--- src/rtl/fa_pkg.sv ---
// Shared types for the bit-serial full-adder scheduler.
// Holds the state encoding, default latency and sizing helper.
package fa_pkg;

  typedef enum logic [1:0] {
    IDLE,
    ISSUE,
    WAIT,
    DONE
  } fa_state_t;

  localparam int FA_LAT_DEF = 2;

  function automatic int clog2_min1(input int v);
    int r;
    r = 1;
    for (int i = 1; i < 31; i++)
      if ((1 << i) < v) r = i + 1;
    return r;
  endfunction

endpackage

--- src/rtl/fa_serial_ctrl.sv ---
// Bit-serial scheduler driving one shared fa_a cell, LSB first.
// Carry is looped back through the cell between bit passes.
module fa_serial_ctrl
  import fa_pkg::*;
#(
  parameter int W      = 4,
  parameter int FA_LAT = FA_LAT_DEF
) (
  input  logic         TI,
  input  logic         RI,
  input  logic         in_valid,
  output logic         in_ready,
  input  logic [W-1:0] a_in,
  input  logic [W-1:0] b_in,
  input  logic         c_in,
  output logic         out_valid,
  input  logic         out_ready,
  output logic [W-1:0] sum_out,
  output logic         co_out,
  output logic         fa_ai,
  output logic         fa_bi,
  output logic         fa_ci,
  output logic         fa_vld,
  input  logic         fa_so,
  input  logic         fa_co,
  output logic         busy
);

  localparam int IW = clog2_min1(W);
  localparam int CW = clog2_min1(FA_LAT);

  generate
    if (W < 1 || FA_LAT < 1) begin : g_bad_param
      $error("fa_serial_ctrl: W and FA_LAT must be >= 1");
    end
  endgenerate

  fa_state_t     state;
  fa_state_t     nstate;
  logic [W-1:0]  a_q;
  logic [W-1:0]  b_q;
  logic [W-1:0]  sum_q;
  logic [W-1:0]  sum_nx;
  logic [IW-1:0] idx;
  logic [CW-1:0] wcnt;
  logic          carry;
  logic          last_bit;
  logic          smp;

  assign last_bit = (idx == IW'(W - 1));
  assign smp      = (state == WAIT) && (wcnt == '0);

  always_comb begin
    sum_nx      = sum_q;
    sum_nx[idx] = fa_so;
  end

  always_ff @(posedge TI or posedge RI) begin
    if (RI) state <= IDLE;
    else    state <= nstate;
  end

  always_comb begin
    nstate = state;
    unique case (state)
      IDLE:    if (in_valid)  nstate = ISSUE;
      ISSUE:                  nstate = WAIT;
      WAIT:    if (wcnt == '0)
                 nstate = last_bit ? DONE : ISSUE;
      DONE:    if (out_ready) nstate = IDLE;
      default:                nstate = IDLE;
    endcase
  end

  always_comb begin
    in_ready  = 1'b0;
    out_valid = 1'b0;
    busy      = 1'b1;
    fa_vld    = 1'b0;
    fa_ai     = 1'b0;
    fa_bi     = 1'b0;
    fa_ci     = 1'b0;
    unique case (1'b1)
      (state == IDLE): begin
        in_ready = 1'b1;
        busy     = 1'b0;
      end
      (state == ISSUE): begin
        fa_vld = 1'b1;
        fa_ai  = a_q[idx];
        fa_bi  = b_q[idx];
        fa_ci  = carry;
      end
      (state == DONE): out_valid = 1'b1;
      default: ;
    endcase
  end

  // Result registers only load on DONE entry so they survive the next op.
  always_ff @(posedge TI or posedge RI) begin
    if (RI) begin
      a_q     <= '0;
      b_q     <= '0;
      sum_q   <= '0;
      idx     <= '0;
      wcnt    <= '0;
      carry   <= 1'b0;
      sum_out <= '0;
      co_out  <= 1'b0;
    end else begin
      if (state == IDLE && in_valid) begin
        a_q   <= a_in;
        b_q   <= b_in;
        carry <= c_in;
        idx   <= '0;
      end
      if (state == ISSUE)
        wcnt <= CW'(FA_LAT - 1);
      if (state == WAIT && wcnt != '0)
        wcnt <= wcnt - 1'b1;
      if (smp) begin
        sum_q <= sum_nx;
        carry <= fa_co;
        if (last_bit) begin
          sum_out <= sum_nx;
          co_out  <= fa_co;
        end else begin
          idx <= idx + 1'b1;
        end
      end
    end
  end

endmodule

--- config.mk ---
export PLATFORM = sky130hd
export DESIGN_NAME = fa_serial_ctrl
export DESIGN_NICKNAME = d
export VERILOG_FILES = /design/src/rtl/fa_pkg.sv /design/src/rtl/fa_serial_ctrl.sv
export SDC_FILE = /design/constraint.sdc
export NUM_CORES = 1
export LEC_CHECK = 0
export BUFFER_PORTS_ARGS = -buffer_cell sky130_fd_sc_hd__buf_2
export CORE_UTILIZATION = 40
export CTS_CLUSTER_SIZE = 24
export DETAILED_ROUTE_END_ITERATION = 8
export GPL_ROUTABILITY_DRIVEN = 0
export GPL_TIMING_DRIVEN = 0
export HOLD_SLACK_MARGIN = 0.05
export SYNTH_ARGS = -nofsm -noshare
export SYNTH_HDL_FRONTEND = slang
export SYNTH_SLANG_ARGS = --single-unit
--- constraint.sdc ---
create_clock -name TI -period 4.1 [get_ports TI]
set_input_delay 0.82 -clock TI [delete_from_list [all_inputs] [get_ports TI]]
set_output_delay 0.82 -clock TI [all_outputs]
set_load 0.05 [all_outputs]
# Yosys cells after proc, flatten, opt, wreduce, memory -nomap -nowiden
# Cells that the tools add are included.
# word_totals
ff_bits	23
latchBits	0
ram_bits	0
rom_bits	0
in_bits	15
output_inout_bits	12
word_cells	56
n_memories	0
# classes
addsub	2
multipliers	0
n_div	0
n_lt_le_gt_ge	2
n_eq_ne	7
shifts	0
muxes	26
bitwise	1
n_reduce_logical	9
# op_table
op	count
$mux W1	14
$mux W2	7
$pmux W2 S4	1
$eq A2 B2 Y1 const B	3
$ne A2 B2 Y1 const B	3
$bmux W1 S2	2
$bwmux W4	1
$logic_and A1 B1 Y1	4
$reduce_bool A2 Y1	2
$lt A2 B3 Y1 const B	1
$reduce_and A3 Y1	1
$add A2 B1 Y2 const B	1
$demux W1 S2	1
$eq A2 B1 Y1 const B	1
$ge A2 B1 Y1 const B	1
$logic_not A2 Y1	1
$reduce_and A2 Y1	1
$not A1 Y1	1
$sub A1 B1 Y1 const B	1

# Longest topological paths before layout
# Gate-level depths: netlist of run 1.
# logic_depth
ltp_word	5
mapped_depth	5
mapped_depth_nobuf	5

# Worst setup path before layout of run 1
# Ideal clock, no wire load.
# synth_timing
path_kind	register -> output
from	register state[1]
to	output fa_ai
arrival_time_ns	1.831
path_slack_ns	1.449
stages_incl_launch_ff	4
n_path_buf	1
path_cell_list	dfrtp_1 -> buf_4 -> nor2b_1 -> and2_1
# synth_between
elab_chain_cells	2
# synth_rtl
item	line	source
from (decl)	fa_serial_ctrl.sv:38	fa_state_t state;
from (signal assigned)	fa_serial_ctrl.sv:60	else state <= nstate;
$eq A2 B1 Y1	fa_serial_ctrl.sv:88	(state == ISSUE): begin
$mux W1	fa_serial_ctrl.sv:83	unique case (1'b1)
to (decl)	fa_serial_ctrl.sv:20	output logic fa_ai,
# No other way between the ends.

# Worst setup path in the final report of run 1
# layout_timing
from	register idx[0]
to	output fa_ai
# layout_between
elab_chain_cells	3
# layout_rtl
item	line	source
from (decl)	fa_serial_ctrl.sv:44	logic [IW-1:0] idx;
from (signal assigned)	fa_serial_ctrl.sv:128	idx <= idx + 1'b1;
$bmux W1 S2	fa_serial_ctrl.sv:90	fa_ai = a_q[idx];
$mux W1 (implied by the code)	fa_serial_ctrl.sv:90	
$mux W1	fa_serial_ctrl.sv:83	
# No other way between the ends. The select of a mux whose other input is x is not followed.

==> results of run 1 <==
-- stage by stage --
stage	hold slack, ps	area (um2)
floorplan	475	1110
global placement	484	1270
detailed placement	494	1270
CTS	525	1330
global route	544	1330
finish	520	1330
-- routing by layer --
layer | vias up | GRT usage, % | share of wire, %
met5 | - | 0 | 0
met3 | 2 | 3.33 | 3.0
met4 | 0 | 6.41 | 0.50
met1 | 374 | 21.1 | 47
li1 | 367 | - | -
met2 | 15 | 25.1 | 49
-- cell families after synthesis --
family | Yosys count
multiplexers | 21
AO/OA/AOI/OAI | 13
flip-flops | 22
adder cells (fa/ha/maj) | 4
AND/OR/NAND/NOR | 19
buffers and inverters | 9
-- critical path, delay by kind of cell, from the launching register on --
family	cells	cell delay, ps
flops	1	570
mux	1	540
buf+inv	1	200
simple gates	1	160
-- cell type report --
type                    instances  share of cell area (%)
repair buffers                 26                    9.80
well taps                      30                    2.83
clock buffers                   3                    1.70
flip-flops and latches         22                    41.5
clock inverters                 1                    2.26
plain buffers                   4                    2.64
inverters                       5                    1.41
multi-input cells              57                    37.9
-- path summary, 6_finish.rpt --
| path | slack (ps) | endpoint | cells after the start | from |
|---|---|---|---|---|
| max in group asynchronous | 2920 | wcnt$_DFFE_PP0P_ | 2 | RI |
| min in group asynchronous | 650 | a_q[2]$_DFFE_PP0P_ | 2 | RI |
| min reg2reg | 520 | co_out$_DFFE_PP0P_ | 1 | co_out$_DFFE_PP0P_ |
| max | 1500 | fa_ai | 3 | idx[0]$_DFF_PP0_ |
| max reg2reg | 2310 | sum_out[3]$_DFFE_PP0P_ | 4 | idx[0]$_DFF_PP0_ |
| min | 520 | co_out$_DFFE_PP0P_ | 1 | co_out$_DFFE_PP0P_ |
-- layout by cell type (no fill, tap or decap), types with 2 or more instances in the layout --
master,instances
a21oi_1,5
a22o_1,2
and2_1,4
buf_2,27
buf_6,2
clkbuf_4,3
dfrtp_1,22
ha_1,4
inv_1,5
mux2_2,14
mux2i_1,4
mux4_2,2
nand2_1,4
nor2_1,5
o21ai_0,2
-- power by group --
| part | internal (mW) | switching (mW) | total (mW) | leakage, nW |
|---|---|---|---|---|
| clock network | 0.0988 | 0.0691 | 0.168 | 0.0279 |
| logic | 0.247 | 0.335 | 0.582 | 0.344 |
| registers | 0.317 | 0.0772 | 0.394 | 0.258 |
-- registers in the layout, summed over array words and instances, names as in the netlist --
name,count
wcnt,1
sum_out,4
carry,1
sum_q,3
b_q,4
co_out,1
idx,2
state,2
a_q,4
==> results.sh, run 1 <==
export IMPL_grtUsageTotal_pct=15.9
export IMPL_die_area_um2=2980
export IMPL_netlist_instances=88
export IMPL_wl_um=2000
export IMPL_cp_cell_sequence="mux4_2 -> and2_1 -> buf_2"
export IMPL_nNetsFinal=138
export IMPL_dpl_worst_slack_ps=1860
export IMPL_holdBufCountCts=0
export IMPL_core_rowCount=18
export IMPL_vias=758
export IMPL_syn_num_nets=107
export IMPL_grt_pass1_vias=729
export IMPL_synth_top_area_share_pct=49.7
export IMPL_synth_edf_count=0
export IMPL_clkTransAtPathRegs_ps=130
export IMPL_drt_iter0_drc=11
export IMPL_synthDistinctLibCells=26
export IMPL_syn_avg_cell_area_um2=12.6
export IMPL_die_w_um=54.6
export IMPL_synthTopCellsByCount="22 x dfrtp_1, 14 x mux2_2, 5 x a21oi_1, 5 x inv_1, 5 x nor2_1"
export IMPL_placedCellCount=144
export IMPL_top_level_ports=27
export IMPL_tns_ps=0
export IMPL_critPathMaxStageDelay_ps=570
export IMPL_viasPerCell=5.12
export IMPL_crit_path_end_kind="primary output"
export IMPL_ys_ff_latch=22
export IMPL_p_leak_nw=0.631
export IMPL_wl_per_cell_um=13.5
export IMPL_path_max_fanout=8
export IMPL_yosysMostFrequentCell="dfrtp_1"
export IMPL_postCtsSetupBuffers=0
export IMPL_hold_viol=0
export IMPL_tritoncts="done"
export IMPL_rsz0062_at_grt="false"
export IMPL_regArea_um2=551
export IMPL_antenna_cells=0
export IMPL_yosysTopAreaCell="dfrtp_1"
export IMPL_outcome="finished clean"
export IMPL_drc=0
export IMPL_clock_latency_ps=310
export IMPL_finalCritPeriodShare_pct=63.4
export IMPL_synthSimpleGateAreaFrac_pct=10.3
export IMPL_dp_hpwl_um=1430
export IMPL_worst_pin_slew_ps=846
export IMPL_ys_warn_count=0
export IMPL_synthArstFlopShare_pct=100
export IMPL_stdcell_count=148
export IMPL_fin_crit_ps=2600
export IMPL_setup_ws_ps=1500
export IMPL_synth_compound_area_share_pct=7.34
export IMPL_clock_path_buffers=2
export IMPL_p_per_area_nw_per_um2=862
export IMPL_cp_arrival_ps=1780
export IMPL_ir_worst_vdd_v=0.000417
export IMPL_grt_start_max_net_pins=23
export IMPL_antenna_found_initial=0
export IMPL_path_class="flop to primary output"
export IMPL_dr_pass1_iters=2
export IMPL_postRouteAntennaNets=0
export IMPL_start_util_pct=43.5
export IMPL_num_fill_cells=241
export IMPL_area_growth_pct=19.9
export IMPL_ys_flop_type="dfrtp_1"
export IMPL_worst_hold_path_type="flop to flop"
export IMPL_final_max_slew_violation_count=0
export IMPL_synth_area_um2=1110
export IMPL_cp_start_kind="flop"
export IMPL_synth_top_family_by_area="multiplexers"
export IMPL_clock_fmax_ghz=0.385
export IMPL_drive_gt1_share_pct=44.9
export IMPL_htreeDepth=1
export IMPL_cts_num_sinks=22
export IMPL_port_buffers=26
export IMPL_slowest_stage="dfrtp_1"
export IMPL_slew_headroom_pct=43.5
export IMPL_synthXorXnorAreaFrac_pct=0
export IMPL_cap_viol_max_count=0
export IMPL_synthMuxAreaShare_pct=23.3
export IMPL_yosys_area_share_adder_pct=4.52
export IMPL_total_power_mw=1.14
export IMPL_root_buffer="clkbuf_4"
export IMPL_fin_util_pct=52.2
export IMPL_grt_overflow=0
export IMPL_synthTopCellsByArea="dfrtp_1 50%, mux2_2 14%, ha_1 4.5%, mux4_2 4.1%, mux2i_1 3.6%"
export IMPL_clock_skew_ps=7.24
export IMPL_multi_input_area_um2=503
export IMPL_synth_yosys_seq_area_share_pct=49.7
export IMPL_die_h_um=54.6
export IMPL_setup_viol=0
export IMPL_grt_pass1_wl_um=3270
export IMPL_cts_resized=0
export IMPL_critPathRequiredTime_ps=3280
export IMPL_cts_buffers=3
export IMPL_core_um2=2540
(Power assumes the default switching activity.)
==> inputs of run 2 (changes only) <==
--- a/config.mk
+++ b/config.mk
@@ -12,6 +12,7 @@
 export GPL_ROUTABILITY_DRIVEN = 0
 export GPL_TIMING_DRIVEN = 0
 export HOLD_SLACK_MARGIN = 0.05
+export PLACE_DENSITY = 0.65
 export SYNTH_ARGS = -nofsm -noshare
 export SYNTH_HDL_FRONTEND = slang
 export SYNTH_SLANG_ARGS = --single-unit
==> constraint.sdc (replaced) <==
create_clock -name TI -period 2.2 [get_ports TI]
set_input_delay 0.44 -clock TI [delete_from_list [all_inputs] [get_ports TI]]
set_output_delay 0.44 -clock TI [all_outputs]
set_load 0.05 [all_outputs]
==> run 2 against run 1 <==
Effect of this change:
- hold slack got worse by 250 ps
- global-route usage rose by 0.36 points
- first-iteration DRC count fell by 64%
- flip-flop and latch count did not move
- final cell count did not move
- critical path depth did not move
- cell area rose by 0.38%
- total power rose by 85%
- die area did not move
- largest cell class unchanged
==> results.sh, run 2 (same netlist as run 1, synthesis figures left out) <==
export IMPL_outcome="finished clean"
export IMPL_area_growth_pct=20.3
export IMPL_root_buffer="clkbuf_4"
export IMPL_ir_worst_vdd_v=0.000841
export IMPL_worst_hold_slack_ps=272
export IMPL_crit_family="multiplexers"
export IMPL_drc=0
export IMPL_finish_instance_area_um2=1330
export IMPL_viasPerCell=4.99
export IMPL_layout_commonest_cell="buf_2"
export IMPL_antenna_cells=0
export IMPL_die_area_um2=2980
export IMPL_cap_viol_max_count=0
export IMPL_vias=738
export IMPL_cts_num_sinks=22
export IMPL_setup_viol=0
export IMPL_clkTransAtPathRegs_ps=120
export IMPL_path_buf_inv=1
export IMPL_worst_pin_slew_ps=814
export IMPL_cp_start_kind="flop"
export IMPL_final_max_slew_violation_count=0
export IMPL_reg_top3="a_q (4), b_q (4), sum_out (4)"
export IMPL_p_per_area_nw_per_um2=1590
export IMPL_worst_hold_path_type="primary input to asynchronous set/reset pin"
export IMPL_crit_path_end_kind="primary output"
export IMPL_grt_start_max_net_pins=23
export IMPL_postCtsSetupBuffers=0
export IMPL_num_fill_cells=247
export IMPL_slew_headroom_pct=45.7
export IMPL_path_class="flop to primary output"
export IMPL_wl_per_cell_um=12.6
export IMPL_clock_fmax_ghz=0.476
export IMPL_clock_path_buffers=2
export IMPL_antenna_found_initial=0
export IMPL_core_um2=2540
export IMPL_cts_buffers=3
export IMPL_drive_gt1_share_pct=47.5
export IMPL_tns_ps=0
export IMPL_clock_latency_ps=310
export IMPL_grt_pass1_wl_um=3330
export IMPL_rsz0062_at_grt="false"
export IMPL_grt_overflow=0
export IMPL_tritoncts="done"
export IMPL_path_max_fanout=8
export IMPL_grt_pass1_vias=731
export IMPL_cp_cell_sequence="mux4_2 -> and2_1 -> buf_2"
export IMPL_nNetsFinal=138
export IMPL_htreeDepth=1
export IMPL_critPathMaxStageDelay_ps=510
export IMPL_critPathRequiredTime_ps=1760
export IMPL_p_leak_nw=0.629
export IMPL_start_util_pct=43.5
export IMPL_wl_um=1860
export IMPL_drt_iter0_drc=4
export IMPL_dr_pass1_iters=4
export IMPL_clock_skew_ps=2.42
export IMPL_postRouteAntennaNets=0
export IMPL_hold_viol=0
export IMPL_fin_crit_ps=2100
export IMPL_port_buffers=26
export IMPL_place_area_um2=1280
export IMPL_finalCritPeriodShare_pct=95.5
export IMPL_slowest_stage="mux4_2"
export IMPL_layout_common_cells="27 x buf_2, 20 x dfrtp_1, 14 x mux2_2"
export IMPL_grtUsageTotal_pct=16.3
export IMPL_die_w_um=54.6
export IMPL_die_h_um=54.6
export IMPL_dp_hpwl_um=1410
export IMPL_cp_arrival_ps=1660
export IMPL_top_level_ports=27
export IMPL_core_rowCount=18
-- run 2: worst reg2reg max path: cells and delay by family (launching register included) --
kind	cells	cell delay (ps)
adder cells (fa/ha/maj)	1	220
multiplexers	1	350
AND/OR/NAND/NOR	1	260
buffers and inverters	1	240
flip-flops	1	470
-- run 2: worst paths after layout --
| path | start | slack, ps | cells past startpoint | end |
|---|---|---|---|---|
| min in group TI | out_ready | 310 | 2 | state[1]$_DFFE_PP0P_ |
| setup reg to reg | idx[0]$_DFF_PP0_ | 570 | 4 | sum_out[3]$_DFFE_PP0P_ |
| hold / removal | RI | 270 | 2 | a_q[1]$_DFFE_PP0P_ |
| setup / recovery | idx[0]$_DFF_PP0_ | 100 | 3 | fa_ai |
| hold reg to reg | sum_out[3]$_DFFE_PP0P_ | 520 | 1 | sum_out[3]$_DFFE_PP0P_ |
| max in group asynchronous | RI | 1380 | 2 | idx[0]$_DFF_PP0_ |
-- run 2: what timing repair did --
action,CTS,global route
endpoints found under the setup margin,1,1
hold buffers,0,0
endpoints found under the hold margin,0,0
gates resized for setup,1,1
-- run 2: routing by layer --
metal | part of all wire [%] | track usage [%] | up-vias
met5 | 0 | 0 | -
met4 | 0.64 | 6.41 | 0
met3 | 3.4 | 2.50 | 2
met2 | 51 | 26.9 | 19
met1 | 45 | 21.1 | 356
li1 | - | - | 361
-- run 2: where the power goes --
group / internal [mW] / switching [mW]
logic: 0.462 / 0.613
clock network: 0.184 / 0.124
registers: 0.594 / 0.136
-- run 2: through the flow --
step	power [mW]	util (%)	setup WS (ps)	std cells
finish	2.11	52.4	97.9	148
global route	2.28	52.4	11.2	148
CTS	2.15	52.3	26.7	148
detailed placement	1.83	50.2	362	144
global placement	1.80	50.2	365	144
floorplan	1.61	-	82.5	88
-- run 2: layout make-up --
cell class                 count  area [um2]  share of cell area (%)
sequential                    22         553                    41.5
multi-input combinational     57         505                    37.9
timing repair buffer          26         130                    9.77
tap                           30        37.5                    2.82
buffer                         4        35.0                    2.63
clock inverter                 1        30.0                    2.25
clock buffer                   3        22.5                    1.69
inverter                       5        18.8                    1.41
==> inputs of run 3 (changes only) <==
--- a/config.mk
+++ b/config.mk
@@ -6,6 +6,7 @@
 export NUM_CORES = 1
 export LEC_CHECK = 0
 export BUFFER_PORTS_ARGS = -buffer_cell sky130_fd_sc_hd__buf_2
+export CORE_MARGIN = 2
 export CORE_UTILIZATION = 40
 export CTS_CLUSTER_SIZE = 24
 export DETAILED_ROUTE_END_ITERATION = 8
==> run 3 against run 2 <==
Effect of this change:
- final cell count increased by 0.68%
- clock power decreased by 28%
- worst setup slack improved by 9.5 ps
- routed wire length decreased by 2.7%
- maximum frequency increased by 0.45%
- combinational power about the same
- sequential power about the same
- via count increased by 3.9%
- register-to-register slack about the same
- cell area decreased by 1.1%
- core utilization decreased by 3.3 points
- global-route usage decreased by 3.2 points
- largest cell class unchanged
==> results.sh, run 3 (same netlist as run 1, synthesis figures left out) <==
export IMPL_viasPerCell=5.15
export IMPL_clock_latency_ps=300
export IMPL_port_buffers=26
export IMPL_die_area_um2=3210
export IMPL_clkTransAtPathRegs_ps=120
export IMPL_ir_worst_vdd_v=0.000786
export IMPL_clock_path_buffers=2
export IMPL_wl_per_cell_um=12.2
export IMPL_die_h_um=56.6
export IMPL_wl_um=1810
export IMPL_cts_buffers=3
export IMPL_num_fill_cells=271
export IMPL_layout_commonest_cell="buf_2"
export IMPL_cp_start_kind="flop"
export IMPL_total_power_mw=2.02
export IMPL_drc=0
export IMPL_rsz0062_at_grt="false"
export IMPL_tritoncts="done"
export IMPL_r2r_start="idx[0]$_DFF_PP0_"
export IMPL_clock_fmax_ghz=0.478
export IMPL_slew_headroom_pct=44.5
export IMPL_final_max_slew_violation_count=0
export IMPL_setup_ws_ps=107
export IMPL_grt_pass1_wl_um=3320
export IMPL_grt_overflow=0
export IMPL_critPathRequiredTime_ps=1760
export IMPL_antenna_cells=0
export IMPL_fin_util_pct=49.0
export IMPL_grt_start_max_net_pins=23
export IMPL_grt_pass1_vias=765
export IMPL_cap_viol_max_count=0
export IMPL_worst_hold_path_type="primary input to asynchronous set/reset pin"
export IMPL_reg_top3="a_q (4), b_q (4), sum_out (4)"
export IMPL_outcome="finished clean"
export IMPL_nNetsFinal=138
export IMPL_htreeDepth=1
export IMPL_dr_pass1_iters=3
export IMPL_p_per_area_nw_per_um2=1540
export IMPL_die_w_um=56.6
export IMPL_p_leak_nw=0.622
export IMPL_core_um2=2690
export IMPL_tns_ps=0
export IMPL_core_rowCount=19
export IMPL_cts_num_sinks=22
export IMPL_cp_arrival_ps=1650
export IMPL_r2r_end="co_out$_DFFE_PP0P_"
export IMPL_vias=767
export IMPL_antenna_found_initial=0
export IMPL_dpl_worst_slack_ps=373
export IMPL_root_buffer="clkbuf_4"
export IMPL_crit_path_end_kind="primary output"
export IMPL_grtUsageTotal_pct=13.1
export IMPL_hold_viol=0
export IMPL_reg2reg_depth=4
export IMPL_fin_crit_ps=2090
export IMPL_top_level_ports=27
export IMPL_worst_pin_slew_ps=832
export IMPL_path_class="flop to primary output"
export IMPL_area_growth_pct=19.0
export IMPL_setup_viol=0
export IMPL_drt_iter0_drc=4
export IMPL_drive_gt1_share_pct=47.5
export IMPL_path_max_fanout=8
export IMPL_postRouteAntennaNets=0
export IMPL_clock_skew_ps=1.60
export IMPL_finalCritPeriodShare_pct=95.1
export IMPL_start_util_pct=41.2
export IMPL_rrSetupSlack_ps=570
export IMPL_layout_common_cells="27 x buf_2, 20 x dfrtp_1, 14 x mux2_2"
export IMPL_dp_hpwl_um=1380
export IMPL_postCtsSetupBuffers=0
## run 3: critical path, stage by stage, from the launching register on
cell and delay (ps):
dfrtp_2 470, mux4_2 510, and2_1 160, buf_2 200
## run 3: power by group
| part | internal, mW | switching, mW | total, mW |
|---|---|---|---|
| Combinational | 0.462 | 0.609 | 1.07 |
| Clock | 0.101 | 0.120 | 0.221 |
| Sequential | 0.594 | 0.137 | 0.731 |
## run 3: worst max path at each step
stage	slack, ps	start	to
4_1_cts	8	idx[0]$_DFF_PP0_	fa_ai
5_1_grt	20	idx[0]$_DFF_PP0_	fa_ai
2_1_floorplan	80	state[1]$_DFFE_PP0P_	busy
6_report	110	idx[0]$_DFF_PP0_	fa_ai
3_5_place_dp	370	idx[0]$_DFF_PP0_	fa_ai
3_3_place_gp	370	idx[0]$_DFF_PP0_	fa_ai
## run 3: layout make-up
class | count | area, um2 | area share [%]
timing repair buffer | 26 | 130 | 9.88
multi-input combinational | 57 | 505 | 38.4
buffer | 4 | 35.0 | 2.66
tap | 31 | 38.8 | 2.94
inverter | 5 | 18.8 | 1.42
sequential | 22 | 553 | 42.0
clock buffer | 4 | 36.3 | 2.75
## run 3: layer usage
metal  GRT usage, %  wire [um]  up-vias
met3           3.00         90        2
met1           16.6        789      378
li1               -          -      368
met2           22.6        924       19
met4           3.06          7        0
met5              0          0        -
## run 3: through the flow
stage	area, um2	hold slack [ps]	std cells
after floorplan	1110	429	88
after global placement	1280	484	145
after detailed placement	1280	493	145
after CTS	1320	291	149
after global routing	1320	288	149
final	1320	282	149
## run 3: what timing repair did
item                                    4_1_cts  5_1_grt
resized for setup                             0        2
endpoints found under the setup margin        0        2
hold buffers                                  0        0
